==> config.mk <==
export PLATFORM = sky130hd
export DESIGN_NAME = interlock_timer_flat
export DESIGN_NICKNAME = d
export VERILOG_FILES = /design/src/rtl/interlock_timer_if.sv /design/src/rtl/interlock_timer.sv /design/src/flat_wrapper.sv
export SDC_FILE = /design/constraint.sdc
export NUM_CORES = 1
export LEC_CHECK = 0
export ABC_AREA = 1
export CAP_MARGIN = 20
export CORE_UTILIZATION = 55
export CTS_CLUSTER_DIAMETER = 80
export CTS_CLUSTER_SIZE = 16
export DETAILED_ROUTE_END_ITERATION = 16
export GPL_ROUTABILITY_DRIVEN = 1
export HOLD_SLACK_MARGIN = 0.02
export MAX_ROUTING_LAYER = met4
export PLACE_DENSITY = 0.77
export SKIP_LAST_GASP = 1
export SYNTH_ARGS = -nofsm -noshare
export SYNTH_HDL_FRONTEND = slang
export SYNTH_SLANG_ARGS = --single-unit
export TNS_END_PERCENT = 100
==> constraint.sdc <==
create_clock -name clk -period 2.3 [get_ports clk]
set_input_delay 0.46 -clock clk [delete_from_list [all_inputs] [get_ports clk]]
set_output_delay 0.46 -clock clk [all_outputs]
set_load 0.01 [all_outputs]
==> src/rtl/interlock_timer_if.sv <==
// Request/status bundle between the interlock controller (master) and interlock_timer (slave).
interface interlock_timer_if;
  logic       waiting;
  logic       evacuating;
  logic       pressurizing;
  logic       waitFinished;
  logic       evacuateFinished;
  logic       pressurizeFinished;
  logic       busy;
  logic [8:0] remaining;
  logic       conflict;

  modport master (
    output waiting, evacuating, pressurizing,
    input  waitFinished, evacuateFinished, pressurizeFinished, busy, remaining, conflict
  );

  modport slave (
    input  waiting, evacuating, pressurizing,
    output waitFinished, evacuateFinished, pressurizeFinished, busy, remaining, conflict
  );
endinterface

==> src/rtl/interlock_timer.sv <==
// Seconds-resolution interval timer for the wait/evacuate/pressurize phases of an interlock.
// Define INTERLOCK_TIMER_FASTSIM_EN to tick once per clk instead of once per CLK_HZ clks.
module interlock_timer #(
  parameter int CLK_HZ  = 50000000,
  parameter int WAIT_S  = 300,
  parameter int EVAC_S  = 8,
  parameter int PRESS_S = 7
) (
  input  logic               clk,
  input  logic               reset,
  interlock_timer_if.slave   bus
);
`ifdef INTERLOCK_TIMER_FASTSIM_EN
  localparam int DIV = 1;
`else
  localparam int DIV = (CLK_HZ < 1) ? 1 : CLK_HZ;
`endif
  localparam int PW = (DIV > 1) ? $clog2(DIV) : 1;

  // A zero-second interval still has to pass through RUN, so it runs for one second.
  localparam logic [8:0] WAIT_N  = (WAIT_S  == 0) ? 9'd1 : 9'(WAIT_S);
  localparam logic [8:0] EVAC_N  = (EVAC_S  == 0) ? 9'd1 : 9'(EVAC_S);
  localparam logic [8:0] PRESS_N = (PRESS_S == 0) ? 9'd1 : 9'(PRESS_S);

  typedef enum logic [1:0] {IDLE, RUN, DONE} state_e;
  typedef enum logic [1:0] {CH_WAIT, CH_EVAC, CH_PRESS} chan_e;

  state_e          state_q, state_d;
  chan_e           chan_q, chan_d;
  logic [PW-1:0]   presc_q, presc_d;
  logic [8:0]      rem_q, rem_d;
  logic            conflict_q, conflict_d;
  logic [2:0]      req;
  logic            req_lat;
  logic            tick;

  assign req  = {bus.pressurizing, bus.evacuating, bus.waiting};
  assign tick = (presc_q == PW'(DIV - 1));

  always_comb begin
    req_lat = 1'b0;
    case (chan_q)
      CH_WAIT:  req_lat = req[0];
      CH_EVAC:  req_lat = req[1];
      CH_PRESS: req_lat = req[2];
      default:  req_lat = 1'b0;
    endcase
  end

  always_ff @(posedge clk) begin
    if (reset) begin
      state_q    <= IDLE;
      chan_q     <= CH_WAIT;
      presc_q    <= '0;
      rem_q      <= '0;
      conflict_q <= 1'b0;
    end else begin
      state_q    <= state_d;
      chan_q     <= chan_d;
      presc_q    <= presc_d;
      rem_q      <= rem_d;
      conflict_q <= conflict_d;
    end
  end

  always_comb begin
    state_d    = state_q;
    chan_d     = chan_q;
    presc_d    = presc_q;
    rem_d      = rem_q;
    conflict_d = 1'b0;
    case (state_q)
      IDLE: begin
        presc_d = '0;
        rem_d   = '0;
        if (|req) begin
          state_d    = RUN;
          conflict_d = (req[0] & req[1]) | (req[0] & req[2]) | (req[1] & req[2]);
          if (req[0]) begin
            chan_d = CH_WAIT;
            rem_d  = WAIT_N;
          end else if (req[1]) begin
            chan_d = CH_EVAC;
            rem_d  = EVAC_N;
          end else begin
            chan_d = CH_PRESS;
            rem_d  = PRESS_N;
          end
        end
      end
      RUN: begin
        // Abort takes precedence over a coincident tick.
        if (!req_lat) begin
          state_d = IDLE;
          presc_d = '0;
          rem_d   = '0;
        end else if (tick) begin
          presc_d = '0;
          if (rem_q == 9'd1) begin
            state_d = DONE;
            rem_d   = '0;
          end else begin
            rem_d = rem_q - 9'd1;
          end
        end else begin
          presc_d = presc_q + 1'b1;
        end
      end
      DONE: begin
        if (!req_lat) state_d = IDLE;
      end
      default: state_d = IDLE;
    endcase
  end

  assign bus.busy               = (state_q != IDLE);
  assign bus.waitFinished       = (state_q == DONE) && (chan_q == CH_WAIT);
  assign bus.evacuateFinished   = (state_q == DONE) && (chan_q == CH_EVAC);
  assign bus.pressurizeFinished = (state_q == DONE) && (chan_q == CH_PRESS);
  assign bus.remaining          = rem_q;
  assign bus.conflict           = conflict_q;
endmodule
==> src/flat_wrapper.sv <==
// flat-port wrapper written by rule: the top's interface ports become plain ports
module interlock_timer_flat 
#(
  parameter int CLK_HZ  = 50000000,
  parameter int WAIT_S  = 300,
  parameter int EVAC_S  = 8,
  parameter int PRESS_S = 7
)
  (clk, reset, bus_waiting, bus_evacuating, bus_pressurizing, bus_waitFinished, bus_evacuateFinished, bus_pressurizeFinished, bus_busy, bus_remaining, bus_conflict);
  interlock_timer_if bus_i ();
  input  logic clk;
  input  logic reset;
  input wire logic [$bits(bus_i.waiting)-1:0] bus_waiting;
  input wire logic [$bits(bus_i.evacuating)-1:0] bus_evacuating;
  input wire logic [$bits(bus_i.pressurizing)-1:0] bus_pressurizing;
  output wire logic [$bits(bus_i.waitFinished)-1:0] bus_waitFinished;
  output wire logic [$bits(bus_i.evacuateFinished)-1:0] bus_evacuateFinished;
  output wire logic [$bits(bus_i.pressurizeFinished)-1:0] bus_pressurizeFinished;
  output wire logic [$bits(bus_i.busy)-1:0] bus_busy;
  output wire logic [$bits(bus_i.remaining)-1:0] bus_remaining;
  output wire logic [$bits(bus_i.conflict)-1:0] bus_conflict;
  assign bus_i.waiting = bus_waiting;
  assign bus_i.evacuating = bus_evacuating;
  assign bus_i.pressurizing = bus_pressurizing;
  assign bus_waitFinished = bus_i.waitFinished;
  assign bus_evacuateFinished = bus_i.evacuateFinished;
  assign bus_pressurizeFinished = bus_i.pressurizeFinished;
  assign bus_busy = bus_i.busy;
  assign bus_remaining = bus_i.remaining;
  assign bus_conflict = bus_i.conflict;
  interlock_timer #(.CLK_HZ(CLK_HZ), .WAIT_S(WAIT_S), .EVAC_S(EVAC_S), .PRESS_S(PRESS_S)) u_core (.clk(clk), .reset(reset), .bus(bus_i));
endmodule
# After elaboration in Yosys (flattened, before gate mapping)
# Cells that the tools add are included.
# W data, S select, Z words.
# word_totals
in_bits	5
word_cells	55
regBits	40
output_inout_bits	14
# classes
n_addsub	2
bitwise	7
mux	19
n_reduce_logical	12
n_eq_ne	10
# op_table
cell	count
$mux W26	2
$pmux W26 S2	1
$mux W9	5
$add A26 B1 Y26 const B	1
$eq A26 B26 Y1 const B	1
$pmux W9 S2	1
$mux W2	7
$eq A9 B1 Y1 const B	1
$sub A9 B1 Y9 const B	1
$ne A3 B3 Y1 const B	2
$pmux W2 S3	1
$reduce_or A3 Y1	2
$eq A2 B1 Y1 const B	2
$eq A2 B2 Y1 const B	2
$logic_not A2 Y1	2
$mux W4	1
$reduce_and A2 Y1	2
$reduce_and A4 Y1	1
$reduce_bool A2 Y1	2
$and A1 B1 Y1	3
$logic_and A1 B1 Y1	3
$pmux W1 S3	1
$ne A2 B1 Y1 const B	1
$ne A2 B2 Y1 const B	1
2 further kinds	4

# Logic depth before layout (Yosys ltp)
# Gate-level depths: netlist of the first run.
# depth
depth_word	5
ltp_mapped	12
depth_no_buf	11

# Worst setup path after synthesis of the first run
# OpenSTA, ideal clock, no wires.
# synth_timing
kind	reg2reg
from	register u_core.presc_q[0]
to	register u_core.rem_q[5] (netlist: u_core.bus.remaining[5])
path_stages_with_launch	12
arrival_time_ps	1329
period_less_slack_ps	1440
setup_slack_ps	860
setup_ps	112
path_buffers	1
required_ps	2188
cell_sequence	dfxtp_1 -> ha_1 -> nand2_1 -> inv_1 -> nand2_2 -> nor2_2 -> nand3_2 -> nand2_4 -> nand2_4 -> buf_6 -> nor2_1 -> nor2_1
# synth_via
elab_chain_cells	3
# synth_lines
element	line_no	source
start, declared	interlock_timer.sv:30	logic [PW-1:0] presc_q, presc_d;
start signal, assigned	interlock_timer.sv:60	presc_q <= presc_d;
$eq A26 B26 Y1	interlock_timer.sv:38	assign tick = (presc_q == PW'(DIV - 1));
$ne A3 B3 Y1 (no line)	n/a	
$reduce_and A2 Y1 (no line)	n/a	
end signal, assigned	interlock_timer.sv:61	rem_q <= rem_d;
end, declared	interlock_timer.sv:31	logic [8:0] rem_q, rem_d;
# No other way between the ends.
# A chain may end at the register's enable or synchronous reset.

# Worst setup path in the final report of the first run
# layout_timing
from	register u_core.state_q[1]
to	output port bus_busy
# layout_via
elab_chain_cells	1
# layout_lines
element	line_no	source
start, declared	interlock_timer.sv:28	state_e state_q, state_d;
start signal, assigned	interlock_timer.sv:58	state_q <= state_d;
$reduce_bool A2 Y1	interlock_timer.sv:116	assign bus.busy = (state_q != IDLE);
end, declared	flat_wrapper.sv:19	output wire logic [$bits(bus_i.busy)-1:0] bus_busy;
# No other way between the ends.

==> key figures, run 1 <==
Route
  – Post-DRT Antenna Nets: 0
  – WL met3: 229 um
  – Met2 WL: 2.52 mm
  – TritonRoute pass-1 iters: 4
  – DR vias/cell: 5.25
  – DRC: 0
  – Top sig layer: met4
  – M1 WL: 2.45 mm
  – WL final: 5.37 mm
  – 1st-iter DRT viols: 195
  – Via Count: 2,343
  – DR WL/cell: 12.0 um

Cells and area
  – Synthesis-to-layout area growth: 12.8%
  – Post-route cell area: 0.00270 mm^2
  – Share of cells above drive strength 1: 0.0783
  – NumNets Final: 403
  – Storage cell area: 801 um^2
  – Antenna cells: 0
  – Fillcell total: 356
  – Area of the multi-input gates: 0.00137 mm^2

Place
  – Dpl cell area: 0.00260 mm^2
  – Final HPWL DP: 3.91 mm
  – Worst slack, placed: 156 ps
  – RePlAce Congestion: 0.907
  – Port buffer count: 18

Floorplan
  – Die Wd: 68.0 um
  – Initial core utilization: 0.586
  – Die Y: 68.0 um
  – Die area: 0.00462 mm^2
  – Std cell rows: 23
  – IO Count: 19
  – Core Area: 0.00409 mm^2

Clocking
  – Post-CTS setup buffer count: 0
  – Total CTS buffers: 5
  – CTS tree: yes
  – CTS-repair resized insts: 0
  – Clock Latency Late Sink: 300 ps
  – Hold buffers post-CTS: 0
  – Clk slew on worst S/H paths: 80 ps
  – Sink Count: 40
  – CTS H-tree lvls: 2
  – Clock buffer depth: 2
  – CTS Root Cell: clkbuf_8

Setup path
  – Worst Setup SP: u_core.state_q[1]$_SDFFE_PP0P_
  – WS Path Type: register to primary output
  – Worst R2R Setup Slack: 610 ps
  – Setup crit end kind: primary output
  – Type of origin of the critical path: register
  – FF-to-FF Start: u_core.presc_q[1]$_SDFFE_PP0P_
  – Data arrival, critical path: 1730 ps
  – Crit path required time: 1840 ps
  – Crit Path Max Fanout: 18

Yosys
  – Ys async rst share: 0
  – Most common cell in the synthesized netlist: nand2_1
  – YS warnings: 0
  – Yosys top cell by area: dfxtp_1
  – Post-Syn Area per Cell: 6.40 um^2
  – Post-Syn Area: 0.00239 mm^2
  – Netlist cell types: 33
  – Synth Instances: 374
  – Register area share after synthesis: 0.335
  – Top post-synthesis cells by area: dfxtp_1 (33%), nand2_1 (16%), nor2_1 (9.9%), inv_1 (6.4%), nand3_1 (5.4%)
  – Synth cell count leaders: nand2_1 (100), nor2_1 (63), inv_1 (41)
  – Dominant register cell in the synthesized netlist: dfxtp_1
  – Syn nets: 382
  – Area fraction of the dominant cell type after synthesis: 0.335
  – Seq cells post-synth: 40
  – EDFF count, synth: 0

Global route
  – Pin count of the biggest net entering global routing: 19
  – Initial antenna violation count: 0
  – First-pass GRT wire length: 8.70 mm
  – Vias in the first global route: 2,042
  – Total grt overflow: 0
  – All-Layer GR Usage: 0.261

STA
  – Setup TNS: 0 ps
  – # setup viols final: 0
  – Measured slew at the worst slew-check pin: 521 ps
  – Fin. max-slew vios: 0
  – Worst setup margin: 114 ps
  – Max Clock Skew: 9.54 ps
  – Final Hold Viols: 0
  – Tcrit/Tclk final: 0.950
  – Fmax achieved: 0.458 GHz
  – Crit path time final: 2190 ps
  – Slew HR: 0.652
  – RSZ-0062 raised after global routing: false

Power
  – Sw Pwr: 0.596 mW
  – Peak VDD IR: 0.000469 V
  – P_int: 1.16 mW
  – Combinational Power Share: 0.277
  – Clk network pwr share: 0.285
  – Power after layout: 1.76 mW
  – Sw Share: 0.339
  – Sequential power share: 0.438
  – Power density over the cells: 650 mW/mm^2
  – Pleak: 1.00 nW

Run
  – # Max-Cap Violations: 0

Status
  – Outcome: finished, final reports clean

Hold path
  – Hold Path Origin: u_core.bus.remaining[1]$_SDFFE_PP0P_
  – Worst hold path class: register to register
cell families after synthesis:
family	after synthesis	synth area share
adders and majority gates	3	0.0157
and+or+nand+nor	232	0.434
xor gates and xnor gates	10	0.0366
AOI/OAI and AO/OA	39	0.0873
buffers and inverters	50	0.0915
DFF	40	0.335
registers in the layout, summed over array words and instances, names as in the netlist:
register,count
u_core.presc_q,26
u_core.bus.remaining,9
u_core.chan_q,2
u_core.state_q,2
u_core.bus.conflict,1
layout by cell type, fill, tap and decap left out, drive strengths merged:
master	count
xor2	6
dfxtp	40
buf	2
nand3	28
o21bai	1
nand3b	2
clkdlybuf4s50	18
nor2	68
ha	3
nor3	13
a21oi	23
nand4	10
or2	2
inv	44
a211oi	1
xnor2	4
nand2	108
o21ai	11
clkbuf	6
o22ai	1
clkinvlp	2
a31oi	1
nor4	1
a22oi	1
routing by layer:
metal,up-vias,track usage
met1,1027,0.308
met5,-,-
li1,1238,-
met3,16,0.0600
met2,62,0.414
met4,0,0.130
metrics by stage:
| stage | hold WS, ps | utilization | std cells |
|---|---|---|---|
| 6_report | 496 | 0.661 | 446 |
| 5_1_grt | 521 | 0.661 | 446 |
| 4_1_cts | 496 | 0.661 | 446 |
| 3_5_place_dp | 481 | 0.637 | 438 |
| 3_3_place_gp | 470 | 0.637 | 438 |
| 2_1_floorplan | 449 | - | 374 |
worst max-delay path, cell delays in order, from the launching register on:
cell and delay (ps):
dfxtp_1 410, buf_4 270, nor2_1 100, inv_1 100, clkdlybuf4s50_1 550
worst paths after layout:
path,cells past startpoint,to
max reg2reg,9,u_core.presc_q[18]$_SDFFE_PP0P_
min,2,u_core.bus.remaining[1]$_SDFFE_PP0P_
max,4,bus_busy
min reg2reg,2,u_core.bus.remaining[1]$_SDFFE_PP0P_
power by group through the flow:
stage,Clock [mW],Combinational [mW],Sequential (mW)
after floorplan,0,0.333,0.790
after global routing,0.541,0.534,0.775
after detailed placement,0,0.478,0.784
after CTS,0.513,0.483,0.768
final,0.501,0.486,0.769
after global placement,0,0.474,0.784
final cells by class:
type / count / share of cell area
multi-input combinational: 284 / 0.509
sequential: 40 / 0.297
timing repair buffer: 20 / 0.0723
clock buffer: 6 / 0.0306
tap: 50 / 0.0232
clock inverter: 2 / 0.00556
inverter: 44 / 0.0630
No activity file was read; power rests on OpenSTA's default activity.
==> run 2: changes to the inputs <==
- CORE_UTILIZATION: 55 -> 52
- PLACE_DENSITY: 0.77 -> 0.76
- clock period: 2.3 -> 1.8 ns (I/O delays scaled with it)
==> key figures, run 2 (synthesized netlist as in run 1, its figures left out) <==
Status
  – Outcome: finished, final reports clean

Setup path
  – Crit path required time: 1440 ps (-400 ps)
  – FF-to-FF Start: u_core.state_q[1]$_SDFFE_PP0P_
  – R2R cell count: 10 (+1)
  – Setup crit end kind: primary output
  – Crit Path Max Fanout: 3 (-15)
  – Type of origin of the critical path: register
  – Data arrival, critical path: 1320 ps (-410 ps)
  – Worst R2R Setup Slack: 140 ps (-470 ps)
  – Worst R2R End: u_core.presc_q[14]$_SDFFE_PP0P_
  – WS Path Type: register to primary output

Global route
  – Vias in the first global route: 2,182 (+6.9%)
  – Initial antenna violation count: 0 (unchanged)
  – All-Layer GR Usage: 0.246 (-0.0153)
  – First-pass GRT wire length: 9.55 mm (+9.8%)
  – Pin count of the biggest net entering global routing: 19 (unchanged)
  – Total grt overflow: 0 (unchanged)

Power
  – Clk network pwr share: 0.273 (-0.012)
  – Sequential power share: 0.432 (-0.006)
  – Power density over the cells: 802 mW/mm^2 (+23%)
  – Sw Share: 0.333 (-0.00641)
  – Power after layout: 2.28 mW (+30%)
  – P_int: 1.52 mW (+31%)
  – Sw Pwr: 0.760 mW (+28%)
  – Peak VDD IR: 0.000477 V (+1.7%)
  – Pleak: 1.11 nW (+11%)
  – Combinational Power Share: 0.295 (+0.018)

Cells and area
  – Top reg by flops: u_core.presc_q
  – Fillcell total: 406 (+14%)
  – Antenna cells: 0 (unchanged)
  – Final Non-Filler Cells: 462 (+3.6%)
  – Commonest non-fill, non-tap cell in the layout: nand2_1
  – Storage cell area: 807 um^2 (+0.78%)
  – Area of the multi-input gates: 0.00140 mm^2 (+1.8%)
  – Share of cells above drive strength 1: 0.132 (+0.0534)
  – Leading cell types in the layout, fill and taps excluded: nand2_1 (100), nor2_1 (61), inv_1 (39)
  – Synthesis-to-layout area growth: 18.9%
  – Max FFs per register: 26 (unchanged)
  – NumNets Final: 417 (+3.5%)

STA
  – # setup viols final: 0 (unchanged)
  – Measured slew at the worst slew-check pin: 428 ps (-93.0 ps)
  – Slew HR: 0.714 (+0.0621)
  – Max Clock Skew: 6.69 ps (-2.86 ps)
  – Final Hold Viols: 0 (unchanged)
  – Setup TNS: 0 ps (unchanged)
  – Tcrit/Tclk final: 0.935
  – Fin. max-slew vios: 0 (unchanged)
  – RSZ-0062 raised after global routing: true
  – Fmax achieved: 0.594 GHz
  – Crit path time final: 1680 ps

Clocking
  – Total CTS buffers: 5 (unchanged)
  – Clock buffer depth: 2 (unchanged)
  – CTS tree: yes
  – CTS Root Cell: clkbuf_8
  – CTS H-tree lvls: 2 (unchanged)
  – Clock Latency Late Sink: 290 ps (about the same)
  – Sink Count: 40 (unchanged)
  – Hold buffers post-CTS: 0 (unchanged)
  – Clk slew on worst S/H paths: 80 ps (about the same)

Place
  – Final HPWL DP: 4.20 mm (+7.5%)
  – Port buffer count: 18 (unchanged)
  – RePlAce Congestion: 0.886 (-2.4%)
  – Dpl cells: 453 (+3.4%)

Floorplan
  – Die Y: 69.8 um (+2.8%)
  – Initial core utilization: 0.546 (-0.0398)
  – Die area: 0.00488 mm^2 (+5.6%)
  – Std cell rows: 24 (+4.3%)
  – IO Count: 19 (unchanged)
  – Core Area: 0.00438 mm^2 (+7.3%)
  – Die Wd: 69.8 um (+2.8%)

Route
  – Post-DRT Antenna Nets: 0 (unchanged)
  – Via Count: 2,439 (+4.1%)
  – TritonRoute pass-1 iters: 5 (+1)
  – 1st-iter DRT viols: 143 (-27%)
  – DR vias/cell: 5.28 (+0.49%)
  – WL final: 5.72 mm (+6.5%)
  – DR WL/cell: 12.4 um (+2.8%)
  – DRC: 0 (unchanged)

Hold path
  – Hold Crit Depth: 2 (unchanged)
  – Hold Path Origin: u_core.presc_q[0]$_SDFFE_PP0P_
  – Min-Delay Endpoint: u_core.presc_q[0]$_SDFFE_PP0P_
  – Worst hold path class: register to register

Run
  – # Max-Cap Violations: 0 (unchanged)
==> run 2: changes by cell type in the layout (fill, tap and decap cells not counted), moves of 2 or more <==
cell,delta
dfxtp_2,+2
o21ai_1,+2
inv_1,-2
clkinv_2,+2
nor2_2,+2
buf_4,+13
dfxtp_1,-3
nor2_1,-2
o21ai_0,-2
clkdlybuf4s50_1,-4
==> run 2: worst max-delay path by stage <==
stage / startpoint / end / slack, ps
6_report: u_core.state_q[1]$_SDFFE_PP0P_ / bus_pressurizeFinished / 120
5_1_grt: u_core.presc_q[12]$_SDFFE_PP0P_ / u_core.presc_q[24]$_SDFFE_PP0P_ / -70
4_1_cts: u_core.state_q[1]$_SDFFE_PP0P_ / bus_busy / -170
3_5_place_dp: bus_evacuating / u_core.presc_q[14]$_SDFFE_PP0P_ / -120
3_3_place_gp: bus_pressurizing / u_core.presc_q[9]$_SDFFE_PP0P_ / -40
2_1_floorplan: u_core.presc_q[0]$_SDFFE_PP0P_ / u_core.bus.remaining[5]$_SDFFE_PP0P_ / 360
==> run 2: what timing repair did <==
item | CTS | global route
pin swaps | 0 | 1
gates resized for setup | 5 | 19
endpoints found under the setup margin | 4 | 17
buffers inserted | 0 | 1
hold endpoints to repair | 0 | 0
==> run 2: area by class of cell <==
class / instances / share of cell area
flip-flops and latches: 40 / 0.284
inverters: 44 / 0.0611
clock inverters: 2 / 0.00352
multi-input cells: 284 / 0.491
well taps: 52 / 0.0229
clock buffers: 6 / 0.0290
repair buffers: 34 / 0.109
==> run 2: power by group through the flow <==
stage / combinational (mW) / sequential, mW / clock, mW
finish: 0.674 / 0.986 / 0.622
floorplan: 0.425 / 1.01 / 0
global route: 0.751 / 0.993 / 0.668
global placement: 0.647 / 1.00 / 0
detailed placement: 0.652 / 1.00 / 0
CTS: 0.655 / 0.983 / 0.636
==> run 2: critical path, stage by stage, from the launching register on <==
cell and delay [ps]:
dfxtp_4 380, inv_6 30, nor2_1 120, inv_1 100
nor3_1 120, dlygate4sd2_1 290
==> run 2: per-layer routing <==
| metal | vias to the layer above | part of all wire | routed length [um] | global-route usage |
|---|---|---|---|---|
| met4 | 0 | 0.011 | 61 | 0.0622 |
| met3 | 7 | 0.040 | 229 | 0.0320 |
| met2 | 57 | 0.49 | 2790 | 0.431 |
| met1 | 1109 | 0.46 | 2630 | 0.298 |
| met5 | - | 0 | 0 | - |
| li1 | 1266 | - | - | - |
==> run 2: stage by stage <==
stage               utilization  area (um^2)  setup WS [ps]  hold WS (ps)
finish                    0.649         2850            117           480
detailed placement        0.616         2700           -119           474
global placement          0.616         2700          -43.9           471
CTS                       0.638         2800           -166           485
floorplan                     -         2390            360           439
global route              0.649         2850          -69.1           507
==> run 3: changes to the inputs <==
- MAX_ROUTING_LAYER: met4 -> default
==> key figures, run 3 (synthesized netlist as in run 1, its figures left out) <==
Status
  – Outcome: finished, final reports clean

Route
  – 1st-iter DRT viols: 169 (+18%)
  – DR WL/cell: 12.3 um (-0.72%)
  – DRC: 0 (unchanged)
  – Via Count: 2,414 (-1.0%)
  – DR vias/cell: 5.23 (-1.0%)
  – TritonRoute pass-1 iters: 4 (-1)
  – WL final: 5.67 mm (-0.72%)
  – Post-DRT Antenna Nets: 0 (unchanged)

Global route
  – Pin count of the biggest net entering global routing: 19 (unchanged)
  – Vias in the first global route: 2,229 (+2.2%)
  – All-Layer GR Usage: 0.243 (-0.00310)
  – First-pass GRT wire length: 9.66 mm (+1.2%)
  – Total grt overflow: 0 (unchanged)
  – Initial antenna violation count: 0 (unchanged)

Power
  – Pleak: 1.12 nW (+0.82%)
  – Power density over the cells: 852 mW/mm^2 (+6.3%)
  – Peak VDD IR: 0.000547 V (+15%)

Floorplan
  – IO Count: 19 (unchanged)
  – Initial core utilization: 0.546 (unchanged)
  – Std cell rows: 24 (unchanged)
  – Die area: 0.00488 mm^2 (unchanged)
  – Core Area: 0.00438 mm^2 (unchanged)
  – Die Wd: 69.8 um (unchanged)
  – Die Y: 69.8 um (unchanged)

STA
  – Fin. max-slew vios: 0 (unchanged)
  – Measured slew at the worst slew-check pin: 345 ps (-83.3 ps)
  – Final Hold Viols: 0 (unchanged)
  – Fmax achieved: 0.583 GHz (-2.0%)
  – # setup viols final: 0 (unchanged)
  – Slew HR: 0.770 (+0.0556)
  – Max Clock Skew: 4.28 ps (-2.41 ps)
  – Tcrit/Tclk final: 0.954 (+0.0188)
  – Crit path time final: 1720 ps (+33.8 ps)

Cells and area
  – Synthesis-to-layout area growth: 20.1%
  – Final Non-Filler Cells: 462 (unchanged)
  – Post-route cell area: 0.00287 mm^2 (+0.97%)
  – Max FFs per register: 26 (unchanged)
  – Leading cell types in the layout, fill and taps excluded: nand2_1 (100), nor2_1 (61), inv_1 (41)
  – NumNets Final: 417 (unchanged)
  – Commonest non-fill, non-tap cell in the layout: nand2_1
  – Top reg by flops: u_core.presc_q
  – Antenna cells: 0 (unchanged)
  – Share of cells above drive strength 1: 0.122 (-0.00976)

Hold path
  – Min-Delay Endpoint: u_core.presc_q[0]$_SDFFE_PP0P_
  – Hold Path Origin: u_core.presc_q[0]$_SDFFE_PP0P_
  – Hold Crit Depth: 2 (unchanged)
  – Worst hold path class: register to register

Clocking
  – CTS tree: yes
  – Sink Count: 40 (unchanged)
  – Clock buffer depth: 2 (unchanged)
  – Total CTS buffers: 5 (unchanged)
  – Clk slew on worst S/H paths: 90 ps (about the same)
  – Clock Latency Late Sink: 290 ps (about the same)
  – CTS H-tree lvls: 2 (unchanged)
  – CTS Root Cell: clkbuf_8

Setup path
  – Worst R2R Setup Slack: 180 ps (+40 ps)
  – Setup crit end kind: primary output
  – Type of origin of the critical path: register
  – Worst R2R End: u_core.presc_q[24]$_SDFFE_PP0P_
  – CP Cell Sequence: inv_6, nor2_1, inv_1, nor3_1, clkdlybuf4s15_1
  – Slowest cell on crit path: dfxtp_4
  – FF-to-FF Start: u_core.presc_q[0]$_SDFFE_PP0P_
  – Crit Path Max Fanout: 3 (unchanged)
  – CP peak stage delay: 390 ps (about the same)
  – Data arrival, critical path: 1360 ps (+40 ps)
  – Crit path required time: 1440 ps (about the same)
  – WS Path Type: register to primary output
  – R2R cell count: 8 (-2)

Place
  – Dpl cells: 454 (+0.22%)
  – Dpl cell area: 0.00274 mm^2 (+1.2%)
  – Final HPWL DP: 4.17 mm (-0.64%)
  – Port buffer count: 18 (unchanged)
  – RePlAce Congestion: 0.846 (-4.5%)

Run
  – # Max-Cap Violations: 0 (unchanged)
[run 3: through the flow]
step                hold WS (ps)   util  power, mW  TNS [ps]  setup slack [ps]
global placement             469  0.624       1.68     -35.3             -18.6
global route                 513  0.656       2.59     -1.34             -1.34
floorplan                    439      -       1.43         0               360
CTS                          490  0.650       2.45      -174              -174
finish                       480  0.656       2.45         0              83.4
detailed placement           478  0.624       1.68      -687             -71.5
[run 3: report_power, final]
| part | switching, mW | internal (mW) | leakage (nW) |
|---|---|---|---|
| registers | 0.0528 | 0.935 | 0.326 |
| logic | 0.388 | 0.303 | 0.735 |
| clock network | 0.353 | 0.418 | 0.0548 |
| total | 0.794 | 1.66 | 1.12 |
[run 3: how the worst max path moves through the flow]
stage	startpoint	end	slack, ps	cells after the start
after floorplan	u_core.presc_q[0]$_SDFFE_PP0P_	u_core.bus.remaining[5]$_SDFFE_PP0P_	360	11
after global placement	bus_evacuating	u_core.bus.remaining[3]$_SDFFE_PP0P_	-20	8
after detailed placement	bus_pressurizing	u_core.presc_q[20]$_SDFFE_PP0P_	-70	9
after CTS	u_core.state_q[1]$_SDFFE_PP0P_	bus_busy	-170	4
after global routing	u_core.state_q[1]$_SDFFE_PP0P_	bus_waitFinished	-1	5
final	u_core.state_q[1]$_SDFFE_PP0P_	bus_waitFinished	80	5
[run 3: what timing repair did]
action | CTS | global route
gates resized for setup | 5 | 10
setup buffers | 0 | 0
hold buffers | 0 | 0
endpoints found under the setup margin | 4 | 9
[run 3: critical path, delay by kind of cell, from the launching register on]
family | cells | cell delay [ps]
buf+inv | 3 | 400
flops | 1 | 390
simple gates | 2 | 280
[run 3: per-layer routing]
metal / vias to the layer above / share of wire / track usage
met3: 7 / 0.036 / 0.0436
met4: 0 / 0.011 / 0.0756
met2: 47 / 0.49 / 0.433
met1: 1097 / 0.47 / 0.295
li1: 1263 / - / -
met5: - / 0 / 0
[run 3: cell type report]
| type | instances | area (um^2) |
|---|---|---|
| inverter | 44 | 170 |
| sequential | 40 | 807 |
| tap | 52 | 65.1 |
| clock buffer | 5 | 68.8 |
| clock inverter | 3 | 46.3 |
| timing repair buffer | 34 | 338 |
| fill | 398 | 1510 |
| multi-input combinational | 284 | 1380 |
